`config.mk`:
```
export PLATFORM = sky130hd
export DESIGN_NAME = uart_rx
export DESIGN_NICKNAME = d
export VERILOG_FILES = /design/src/rtl/uart_rx.sv
export SDC_FILE = /design/constraint.sdc
export NUM_CORES = 1
export LEC_CHECK = 0
export ABC_AREA = 1
export CORE_MARGIN = 2
export CORE_UTILIZATION = 40
export DETAILED_ROUTE_END_ITERATION = 8
export GPL_ROUTABILITY_DRIVEN = 0
export SLEW_MARGIN = 5
export SYNTH_ARGS = -nofsm -noshare
export SYNTH_HDL_FRONTEND = slang
export SYNTH_SLANG_ARGS = --single-unit
export TNS_END_PERCENT = 50
```
`constraint.sdc`:
```
create_clock -name clk -period 3.4 [get_ports clk]
set_input_delay 0.68 -clock clk [delete_from_list [all_inputs] [get_ports clk]]
set_output_delay 0.68 -clock clk [all_outputs]
set_load 0.02 [all_outputs]
```
`src/rtl/uart_rx.sv`:
```
// uart_rx: 8N1 serial receiver with byte holding register and sticky status flags
module uart_rx #(
  parameter int CLKS_PER_BIT = 434
) (
  input  logic       clk,
  input  logic       reset,
  input  logic       rxd,
  input  logic       rx_ack,
  output logic [7:0] rx_data,
  output logic       rx_status,
  output logic       rx_overrun,
  output logic       rx_frame_err,
  output logic       rx_busy
);
  localparam int H = CLKS_PER_BIT / 2;
  typedef enum logic [2:0] {IDLE, START, DATA, STOP, WAITHI} state_t;
  state_t state, state_n;
  logic s0, s1;
  logic [15:0] cnt, cnt_n;
  logic [2:0] idx, idx_n;
  logic [7:0] shreg, shreg_n;
  logic good_n, ferr_n, good_p, ferr_p;
  logic tick_h, tick_c;
  assign tick_h = cnt == 16'(H - 1);
  assign tick_c = cnt == 16'(CLKS_PER_BIT - 1);
  always_comb begin
    state_n = state;
    cnt_n = cnt + 16'd1;
    idx_n = idx;
    shreg_n = shreg;
    good_n = 1'b0;
    ferr_n = 1'b0;
    case (state)
      IDLE: begin
        cnt_n = '0;
        state_n = s1 ? IDLE : START;
      end
      START: if (tick_h) begin
        cnt_n = '0;
        idx_n = '0;
        state_n = s1 ? IDLE : DATA;
      end
      DATA: if (tick_c) begin
        cnt_n = '0;
        shreg_n = {s1, shreg[7:1]};
        idx_n = idx + 3'd1;
        state_n = (idx == 3'd7) ? STOP : DATA;
      end
      STOP: if (tick_c) begin
        cnt_n = '0;
        good_n = s1;
        ferr_n = !s1;
        state_n = s1 ? IDLE : WAITHI;
      end
      WAITHI: begin
        cnt_n = '0;
        state_n = s1 ? IDLE : WAITHI;
      end
      default: state_n = IDLE;
    endcase
  end
  // Frame outcome is registered one cycle, so the flag update lands on the edge after the stop sample
  always_ff @(posedge clk) begin
    if (reset) begin
      s0 <= 1'b1;
      s1 <= 1'b1;
      state <= IDLE;
      cnt <= '0;
      idx <= '0;
      shreg <= '0;
      good_p <= 1'b0;
      ferr_p <= 1'b0;
      rx_data <= '0;
      rx_status <= 1'b0;
      rx_overrun <= 1'b0;
      rx_frame_err <= 1'b0;
      rx_busy <= 1'b0;
    end else begin
      s0 <= rxd;
      s1 <= s0;
      state <= state_n;
      cnt <= cnt_n;
      idx <= idx_n;
      shreg <= shreg_n;
      good_p <= good_n;
      ferr_p <= ferr_n;
      rx_busy <= state != IDLE;
      rx_data <= good_p ? shreg : rx_data;
      rx_status <= good_p || (rx_status && !rx_ack);
      rx_overrun <= !rx_ack && (rx_overrun || (good_p && rx_status));
      rx_frame_err <= ferr_p || (!rx_ack && rx_frame_err);
    end
  end
endmodule

```
* Word level (Yosys, flattened, before mapping) *
Index checks and enable logic that the tools add are counted.

word-level totals
  word-level logic and storage cells = 59
  input port bits = 4
  register bits after elaboration = 46
  output and inout port bits = 12

operators by class
  reductions and logical operators = 18
  eq/ne operators = 10
  muxes and demuxes = 14
  add/subtract/negate cells = 2
  bitwise logic cells = 2

operators by type and width
  cell                   number
  $pmux 16 s3            1
  $mux 16                2
  $mux 3                 6
  $add 16x1->16 const B  1
  $eq 16x8->1 const B    1
  $eq 16x9->1 const B    1
  $pmux 3 s5             1
  $eq 3x2->1 const B     2
  $eq 3x3->1 const B     2
  $ne 2x2->1 const B     3
  $pmux 3 s2             1
  $reduce_and 3->1       2
  $logic_and 1x1->1      4
  $reduce_or 2->1        2
  $add 3x1->3 const B    1
  $eq 3x1->1 const B     1
  $logic_not 3->1        1
  $logic_or 1x1->1       3
  $reduce_bool 3->1      1
  $reduce_or 3->1        1
  $logic_not 1->1        2
  $mux 1                 2
  $mux 2                 1
  $not 1->1              2
  2 further kinds        2

* Depth between registers and ports, before layout *
  depth after elaboration = 4
  depth in mapped cells = 12
  gate-level depth less buffers = 11

* Worst setup path after synthesis *
No wires, ideal clock.

  path kind = input port to flip-flop
  start point = input port reset
  end point = register cnt[3]
  buffers on the path = 2
  required time = 3292 ps
  library setup time = 108 ps
  setup slack = 1905 ps
  data arrival time = 1387 ps
  stages on the path = 5
  cells stage by stage = clkbuf_1 > clkbuf_1 > nor2_1 > nand2_1 > inv_2

RTL lines
  element                 line  source
  start: declaration      6     input logic reset,
  end signal: assignment  82    cnt <= cnt_n;
  end: declaration        19    logic [15:0] cnt, cnt_n;

==> results.md <==
* Main combinational cell family by area after synthesis: simple AND/OR/NAND/NOR gates
* Pwr dens at 432 mW/mm2
* Initial Utilization at 41.5%
* Core ar. at 0.00514 mm2
* Post-CTS Resized at 0
* Minimum clock period after layout at 1.96 ns
* Final setup viols at 0
* Vias in the first global route at 1606
* CP Capture Point: shreg[0]
* Synthesized Nets at 299
* Mapped Area at 0.00213 mm2
* Post-route DRC at 0
* RSZ-0062 raised after global routing: no
* Mapped Cells at 289
* Max-cap viol count at 0
* Max Slew Vio Count at 0
* Clock Skews at 0.0111 ns
* Port buffer count at 15
* Routed vias at 1751
* I/O Pins at 16
* Worst EP arrival at 2.21 ns
* Hold Crit Class: register to register
* CTS tree: built
* Worst Setup Path Type: input pin to register
* Final WL at 3.95 mm
* Antenna violations before repair at 0
* Root buffer cell: clkbuf_8
* CP endpoint kind: register
* Number of synthesized register bits at 46
* Grt met2 use at 23.5%
* Row cnt at 26
* P_leak at 0.000993 uW
* Met3 usage at 3.76%
* Post-synth top cells: nor2_1, dfxtp_1, nand2_1
* Register area share after synthesis at 43.2%
* Fillers at 562
* Post-DR wirelength/cell at 10.6 um
* Area share of xor/xnor cells in the synthesized design at 4.93%
* Layout cells sized above 1 at 11.5%
* Adder-cell share of the synthesized area at 3.52%
* Synth Flop Type: dfxtp_1
* Synth top area share at 43.2%
* Vias per cell at 4.68
* Non-Filler Instances at 374
* Largest net degree at the start of global routing at 26
* Distinct cells, synth at 31
* Num CTS Buffers at 5
* Post-DP HPWL at 2.83 mm
* Simple logic cell fraction of the synthesized area at 28.5%
* CP Launch Type: input pin
* CP Data Required Time at 3.64 ns
* Placed Instances at 366
* Area grow syn2layout at 13.7%
* Number of enable flip-flop cells after synthesis at 0
* Clock buffer depth at 2
* CP startpoint: reset
* GR peak layer: met2
* Crit share post-route at 57.7%
* TNS Setup at 0 ns
* R2R Path Start: cnt[0]
* Routing usage on met1 at 18.6%
* Synth area leaders: dfxtp_1, nor2_1, nand2_1, a21oi_1, inv_1
* Sink Count at 46
* Worst vdd rail ir drop at 0.197 mV
* Overflow after GRT at 0
* Pre-antenna DRT Iters at 4
* Hold Vio Cnt, Final at 0
* Most common cell in the netlist: nor2_1
* Post-synthesis compound-gate area fraction at 10.8%
* N_diodes at 0
* Async S/R FF share, synth at 0%
* Worst-Margin Slew at 0.737 ns
* Max Fclk at 510 MHz
* Gr usage total at 14.6%
* Initial drt markers at 78
* H-tree levels at 2
* DIE AREA at 0.00593 mm2
* Clk slew on worst S/H paths at 0.09 ns
* Status: complete, no violations
* Post-CTS setup buffer count at 0
* Flop-to-flop setup slack at 1.64 ns
* Reg-to-reg endpoint: idx[1]
* R2R depth at 10
* Post-route ant nets at 0
* Hold_sp: s0
* Die height at 77.0 um
* First-pass GRT wire length at 7.00 mm
* CP max FO at 25
* Average size of a mapped cell at 7.38 um2
* Mux cell area share after synthesis at 0%
* Nets at 313
* Chip width at 77.0 um
* Synth warn at 0
* Clock latency on the worst-skew pair at 0.31 ns
* Slew Limit Headroom at 50.8%
* Largest area contributor in the netlist: dfxtp_1
* Post-CTS Hold Buffers at 0
[cell usage in the layout, fill, tap and decap left out, drive strengths merged, types with 6 or more instances in the layout]
master and n:
clkdlybuf4s50 15, inv 39, dfxtp 46, ha 6, nor2 51, nand3 22, a21oi 25, o21ai 18
xor2 11, nand2 47
[logic make-up (layout without fill, tap and decap cells)]
logic type / count (synthesis) / in the layout
AND/OR/NAND/NOR: 132 / 132
buffers and inverters: 48 / 63
adder cells (fa/ha/maj): 6 / 6
AO/OA/AOI/OAI: 45 / 45
XOR/XNOR: 12 / 12
flip-flops: 46 / 46
[critical path, stage by stage]
cell             delay, ns
clkdlybuf4s50_1       0.39
buf_4                 0.20
inv_1                 0.56
o21ai_0               0.21
a21oi_1               0.15
[area by class of cell]
type / instances / area (um2) / area share [%]
multi-input combinational: 195 / 1020 / 42.0
sequential: 46 / 921 / 38.0
timing repair buffer: 16 / 158 / 6.50
inverter: 39 / 146 / 6.04
tap: 70 / 87.6 / 3.61
clock buffer: 5 / 68.8 / 2.84
clock inverter: 3 / 23.8 / 0.981
[state kept, by name, summed over array words and instances, names as in the netlist]
signal        flops
cnt              16
ferr_p            1
good_p            1
idx               3
rx_busy           1
rx_data           8
rx_frame_err      1
rx_overrun        1
rx_status         1
s0                1
s1                1
shreg             8
state             3
[how the worst min path moves through the flow]
stage	slack (ns)	endpoint	cells after the start
floorplan	0.39	s1	1
global placement	0.40	s1	1
detailed placement	0.40	s1	1
CTS	0.42	s1	1
global route	0.43	s1	1
finish	0.42	s1	1
[per-layer routing]
layer | vias to the layer above | wire, um
met3 | 5 | 175
met1 | 772 | 1980
met4 | 0 | 74
met2 | 36 | 1720
met5 | - | 0
li1 | 938 | -
[power breakdown]
group          internal [uW]  switching [uW]  total [uW]
clock                    147             193         340
combinational           46.0            88.9         135
sequential               556            14.4         571
[stage by stage]
step	power (uW)	hold WS, ns	area (um2)	worst slack [ns]	utilization [%]
3_5_place_dp	720	0.396	2330	1.12	45.4
4_1_cts	1060	0.417	2420	1.44	47.2
2_1_floorplan	692	0.389	2130	1.90	-
6_report	1050	0.417	2420	1.44	47.2
5_1_grt	1110	0.431	2420	1.25	47.2
3_3_place_gp	719	0.396	2330	1.15	45.4
Note: power is estimated with default switching activity, not from simulation.
